<file path="config.mk">
export PLATFORM = sky130hd
export DESIGN_NAME = stim_cmd_parser
export DESIGN_NICKNAME = d
export VERILOG_FILES = /design/src/rtl/stim_cmd_parser.sv
export SDC_FILE = /design/constraint.sdc
export NUM_CORES = 1
export LEC_CHECK = 0
export BUFFER_PORTS_ARGS = -buffer_cell sky130_fd_sc_hd__buf_2
export CAP_MARGIN = 30
export CORE_MARGIN = 2
export CORE_UTILIZATION = 38
export DETAILED_ROUTE_END_ITERATION = 16
export PLACE_DENSITY_LB_ADDON = 0.12
export SYNTH_ARGS = -nofsm -noshare
export SYNTH_HDL_FRONTEND = slang
export SYNTH_SLANG_ARGS = --single-unit
</file>
<file path="constraint.sdc">
create_clock -name sys_clk -period 3.05 [get_ports sys_clk]
set_input_delay 0.305 -clock sys_clk [delete_from_list [all_inputs] [get_ports sys_clk]]
set_output_delay 0.305 -clock sys_clk [all_outputs]
set_load 0.02 [all_outputs]
</file>
<file path="src/rtl/stim_cmd_parser.sv">
// UART byte-stream decoder for stimulation parameters: header, 8-byte body, checksum.
// A parameter set is committed only after its checksum and range checks pass.
module stim_cmd_parser #(
    parameter int         TIMEOUT_CLKS = 500000,
    parameter int         MAX_PULSE_HZ = 100,
    parameter int         MAX_BURST_HZ = 4095,
    parameter logic [7:0] HDR0         = 8'hAA,
    parameter logic [7:0] HDR1         = 8'h55
) (
    input  logic        sys_clk,
    input  logic        sys_rst_n,
    input  logic [7:0]  rx_data,
    input  logic        rx_done,
    output logic [3:0]  stimulate_mod,
    output logic [11:0] burst_frequency,
    output logic [11:0] pulses_frequency,
    output logic [23:0] igbt_on_time,
    output logic        param_valid,
    output logic        frame_err,
    output logic        busy
);

    localparam int               CNT_W    = (TIMEOUT_CLKS > 1) ? $clog2(TIMEOUT_CLKS) : 1;
    localparam logic [CNT_W-1:0] TMO_LAST = CNT_W'(TIMEOUT_CLKS - 1);

    typedef enum logic [3:0] {
        S_IDLE,
        S_HDR,
        S_MODE,
        S_BF_H,
        S_BF_L,
        S_PF_H,
        S_PF_L,
        S_ON_H,
        S_ON_M,
        S_ON_L,
        S_CSUM,
        S_COMMIT
    } state_t;

    state_t           state;
    logic [7:0]       mode_sh;
    logic [15:0]      bf_sh;
    logic [15:0]      pf_sh;
    logic [23:0]      on_sh;
    logic [7:0]       csum;
    logic [CNT_W-1:0] tmo_cnt;
    logic             in_frame;
    logic             tmo_hit;

    // Upper nibbles of the 16-bit frequency fields must be clear; the outputs are 12 bits.
    function automatic logic frame_legal(input logic [7:0]  m,
                                         input logic [15:0] bf,
                                         input logic [15:0] pf,
                                         input logic [23:0] on);
        logic ok;
        ok = (m >= 8'd1) && (m <= 8'd4);
        ok = ok && (bf[15:12] == 4'd0) && (pf[15:12] == 4'd0);
        ok = ok && (pf != 16'd0) && (32'(pf) <= MAX_PULSE_HZ);
        ok = ok && (bf != 16'd0) && (32'(bf) <= MAX_BURST_HZ);
        ok = ok && (on != 24'd0);
        return ok;
    endfunction

    assign in_frame = (state != S_IDLE) && (state != S_COMMIT);
    assign tmo_hit  = in_frame && !rx_done && (tmo_cnt == TMO_LAST);
    assign busy     = (state != S_IDLE);

    always_ff @(posedge sys_clk or negedge sys_rst_n) begin
        if (!sys_rst_n) begin
            state            <= S_IDLE;
            mode_sh          <= '0;
            bf_sh            <= '0;
            pf_sh            <= '0;
            on_sh            <= '0;
            csum             <= '0;
            tmo_cnt          <= '0;
            stimulate_mod    <= '0;
            burst_frequency  <= '0;
            pulses_frequency <= '0;
            igbt_on_time     <= '0;
            param_valid      <= 1'b0;
            frame_err        <= 1'b0;
        end else begin
            param_valid <= 1'b0;
            frame_err   <= 1'b0;

            if (rx_done) begin
                tmo_cnt <= '0;
            end else if (in_frame) begin
                tmo_cnt <= tmo_cnt + 1'b1;
            end

            if (tmo_hit) begin
                state     <= S_IDLE;
                frame_err <= 1'b1;
                tmo_cnt   <= '0;
            end else if (state == S_COMMIT) begin
                // Any byte landing in this single cycle is dropped.
                state <= S_IDLE;
                if (frame_legal(mode_sh, bf_sh, pf_sh, on_sh)) begin
                    stimulate_mod    <= mode_sh[3:0];
                    burst_frequency  <= bf_sh[11:0];
                    pulses_frequency <= pf_sh[11:0];
                    igbt_on_time     <= on_sh;
                    param_valid      <= 1'b1;
                end else begin
                    frame_err <= 1'b1;
                end
            end else if (rx_done) begin
                case (state)
                    S_IDLE: begin
                        if (rx_data == HDR0) state <= S_HDR;
                    end
                    S_HDR: begin
                        if (rx_data == HDR1) begin
                            state <= S_MODE;
                            csum  <= '0;
                        end else if (rx_data != HDR0) begin
                            state     <= S_IDLE;
                            frame_err <= 1'b1;
                        end
                    end
                    S_MODE: begin
                        mode_sh <= rx_data;
                        csum    <= csum + rx_data;
                        state   <= S_BF_H;
                    end
                    S_BF_H: begin
                        bf_sh[15:8] <= rx_data;
                        csum        <= csum + rx_data;
                        state       <= S_BF_L;
                    end
                    S_BF_L: begin
                        bf_sh[7:0] <= rx_data;
                        csum       <= csum + rx_data;
                        state      <= S_PF_H;
                    end
                    S_PF_H: begin
                        pf_sh[15:8] <= rx_data;
                        csum        <= csum + rx_data;
                        state       <= S_PF_L;
                    end
                    S_PF_L: begin
                        pf_sh[7:0] <= rx_data;
                        csum       <= csum + rx_data;
                        state      <= S_ON_H;
                    end
                    S_ON_H: begin
                        on_sh[23:16] <= rx_data;
                        csum         <= csum + rx_data;
                        state        <= S_ON_M;
                    end
                    S_ON_M: begin
                        on_sh[15:8] <= rx_data;
                        csum        <= csum + rx_data;
                        state       <= S_ON_L;
                    end
                    S_ON_L: begin
                        on_sh[7:0] <= rx_data;
                        csum       <= csum + rx_data;
                        state      <= S_CSUM;
                    end
                    S_CSUM: begin
                        if (rx_data == csum) begin
                            state <= S_COMMIT;
                        end else begin
                            state     <= S_IDLE;
                            frame_err <= 1'b1;
                        end
                    end
                    default: state <= S_IDLE;
                endcase
            end
        end
    end

endmodule

</file>
==> flow_metrics.tcl <==
set metrics [dict create \
    status "finished clean" \
    avgSynthCellArea_um2 12.38 \
    slew_headroom_pct 49.82 \
    post_cts_resized 0 \
    hold_viol 0 \
    cp_num_buf_inv 1 \
    p_sw_w 0.001967 \
    comb_power_share_pct 21.5 \
    yosys-top-cells-area "dfrtp_1, mux2_2, nor2_1" \
    rsz0062_at_grt "no" \
    core-area_mm2 0.01718 \
    p_leak_nw 3.670 \
    diodes 0 \
    final_common_cell "dfrtp_1" \
    critical_path.slowest_cell "dfrtp_1" \
    cts_tree "yes" \
    use_met2_pct 28.59 \
    place_hpwl_um 10160 \
    gp_congestion 0.9193 \
    crit_arrival_ns 2.84 \
    grtUsageMet1_pct 22.96 \
    cp.depth 7 \
    vias 4415 \
    synth_mux_area_share_pct 18.11 \
    grt_pass1_vias 4532 \
    yosysWarnings 0 \
    die_h_um 136.3 \
    route.detailed.drc 0 \
    fmax_mhz 392.7 \
    ys_async_sr_fraction_pct 100.0 \
    synth_flop_cell "dfrtp_1" \
    die_x_um 136.3 \
    insertion_delay_ns 0.42 \
    setup_viol 0 \
    wl_um 14920 \
    synth_edf_count 0 \
    synth_top_cell_by_area "dfrtp_1" \
    cp_max_fo 22 \
    synthXorXnorAreaFrac_pct 2.372 \
    required_ns 3.35 \
    drt_iter0_markers 249 \
    min_path_type "in2reg" \
    area_growth_pct 17.43 \
    end_kind "flip-flop" \
    cts_root_buf "clkbuf_16" \
    fin_crit_sh_pct 83.48 \
    finish.net_count 629 \
    p_clk_share_pct 32.2 \
    gr-usage-met3_pct 3.654 \
    ff2ff_path_depth 7 \
    post_cts_buffers 0 \
    final_cell_count_no_fill 846 \
    pin_count 66 \
    crit_chain "nand2b_1 -> nor2_4 -> nand4_1 -> or3_1 -> nor3_4 -> buf_4 -> mux2_2" \
    die-area_mm2 0.01856 \
    crit_type "reg2reg" \
    portBuffers 65 \
    clock_sinks 149 \
    antenna_found_initial 0 \
    ys_types 55 \
    postLayoutCoreUtil_pct 45.44 \
    initial_core_util_pct 38.69 \
    clock_skew_ns 0.009836 \
    slowest_delay_ns 0.50 \
    synth.net_count 557 \
    wire_per_inst_um 17.63 \
    post_dp_cell_area_mm2 0.007212 \
    synth_top_family_by_area "multiplexers" \
    worstMarginPinSlew_ns 0.7470 \
    holdBufCountCts 1 \
    grtUsageTotal_pct 17.42 \
    synth.top_cell.area_share_pct 56.10 \
    power_density_mw_per_mm2 821.4 \
    synth-simple-area-share_pct 14.31 \
    cts_buffers 17 \
    seqPwrFrac_pct 46.3 \
    grt_max_degree 68 \
    drv_cap 0 \
    drtPass1Iterations 4 \
    dp_cells 814 \
    path_delay_family "simple AND/OR/NAND/NOR gates" \
    row_count 48 \
    drive_above_1_share_pct 34.62 \
    p_sw_share_pct 30.68 \
    htreeDepth 4 \
    layout_common_cells "dfrtp_1, mux2_2, buf_2" \
    ys_seq_area_share_pct 56.10 \
    tns_ns 0 \
    drtAntennaViolNets 0 \
    grt_pass1_wl_um 24630 \
    period_minus_slack_ns 2.546 \
    synth-compound-area-share_pct 5.045 \
    critPathLaunchType "flip-flop" \
    ys_seq_elements 149 \
    min_path_cells 2 \
    grt_busiest_layer "met2" \
    syn_area_mm2 0.006646 \
    internal-power_w 0.004444 \
    synthAdderAreaFrac_pct 1.807 \
    slew_violations 0 \
    clk_pin_slew_ns 0.06 \
    fin_area_mm2 0.007805 \
    grt-ovfl-total 0 \
    ir_drop_mv 0.4134 \
    syn_inst 537 \
    viasPerCell 5.219 \
    clock_path_buffers 2 \
]
-- metal layers --
layer  part of all wire [%]  vias up
li1                       -     2095
met2                     49       74
met1                     47     2232
met5                      0        -
met3                    3.2       14
met4                    1.4        0
-- power groups by stage --
stage / registers (W) / logic (W) / clock network (W)
finish: 0.00297 / 0.00138 / 0.00206
global placement: 0.00297 / 0.00134 / 0
global route: 0.00306 / 0.00155 / 0.00222
CTS: 0.00296 / 0.00140 / 0.00212
floorplan: 0.00279 / 0.00115 / 0
detailed placement: 0.00300 / 0.00138 / 0
-- final timing paths --
path | slack, ns | endpoint | from
setup / recovery | 0.50 | pulses_frequency[1] | state[2]
hold / removal | 0.34 | on_sh[1] | rx_data[1]
setup reg to reg | 0.50 | pulses_frequency[1] | state[2]
hold reg to reg | 0.48 | csum[4] | csum[4]
max in group asynchronous | 1.80 | pf_sh[12] | sys_rst_n
min in group asynchronous | 0.44 | tmo_cnt[12] | sys_rst_n
-- area by class of cell --
type	count	area (um2)
clock buffer	21	460.4
clock inverter	10	122.6
fill	1640	9371
inverter	8	30.03
multi-input combinational	359	2768
sequential	149	3729
tap	225	281.5
timing repair buffer	74	414.1
-- Yosys cell counts (2+ instances only) --
master,count
dfrtp_1,149
or2_2,2
clkbuf_1,12
a21boi_0,2
a21o_1,2
a31oi_1,4
ha_1,8
or4_1,2
a211oi_1,2
nor2b_1,10
or3_1,5
buf_2,2
xnor2_1,7
nand3b_1,2
and3_1,3
buf_4,2
xor2_1,11
o211ai_1,3
mux2_2,103
nor3b_1,5
nor3_1,9
mux2_1,3
nand4_1,12
o41ai_1,3
nor4b_1,3
inv_1,8
nand3_1,14
nand2_1,30
o31ai_1,2
nand2b_1,6
nor2_1,39
o21bai_1,2
a21oi_1,12
o21ai_0,13
nor4_1,21
a22o_1,2
buf_6,4
-- through the flow --
step | setup slack, ns | hold slack (ns) | total power (W)
2_1_floorplan | 0.8038 | 0.009409 | 0.003937
3_3_place_gp | 0.5617 | 0.3532 | 0.004315
3_5_place_dp | 0.5098 | 0.3538 | 0.004381
4_1_cts | 0.4978 | 0.3204 | 0.006477
5_1_grt | 0.2725 | 0.3363 | 0.006826
6_report | 0.5038 | 0.3390 | 0.006411
-- registers in the layout, summed over array words and instances (netlist names), 8 cells and up --
signal,count
burst_frequency,12
mode_sh,8
bf_sh,16
on_sh,24
pf_sh,16
csum,8
pulses_frequency,12
igbt_on_time,24
tmo_cnt,19
-- logic make-up (layout without fill, tap and decap cells) --
group	Yosys count	after routing
xor gates and xnor gates	18	18
adders and majority gates	9	9
muxes	107	107
DFF	149	149
and+or+nand+nor	173	173
buffers and inverters	29	113
AOI/OAI and AO/OA	52	52
-- worst reg2reg max path: stages, from the launching register on --
cell and delay [ns]:
dfrtp_1 0.50, nand2b_1 0.33, nor2_4 0.21, nand4_1 0.09, or3_1 0.36, nor3_4 0.22, buf_4 0.32, mux2_2 0.39
(Power assumes the default switching activity.)
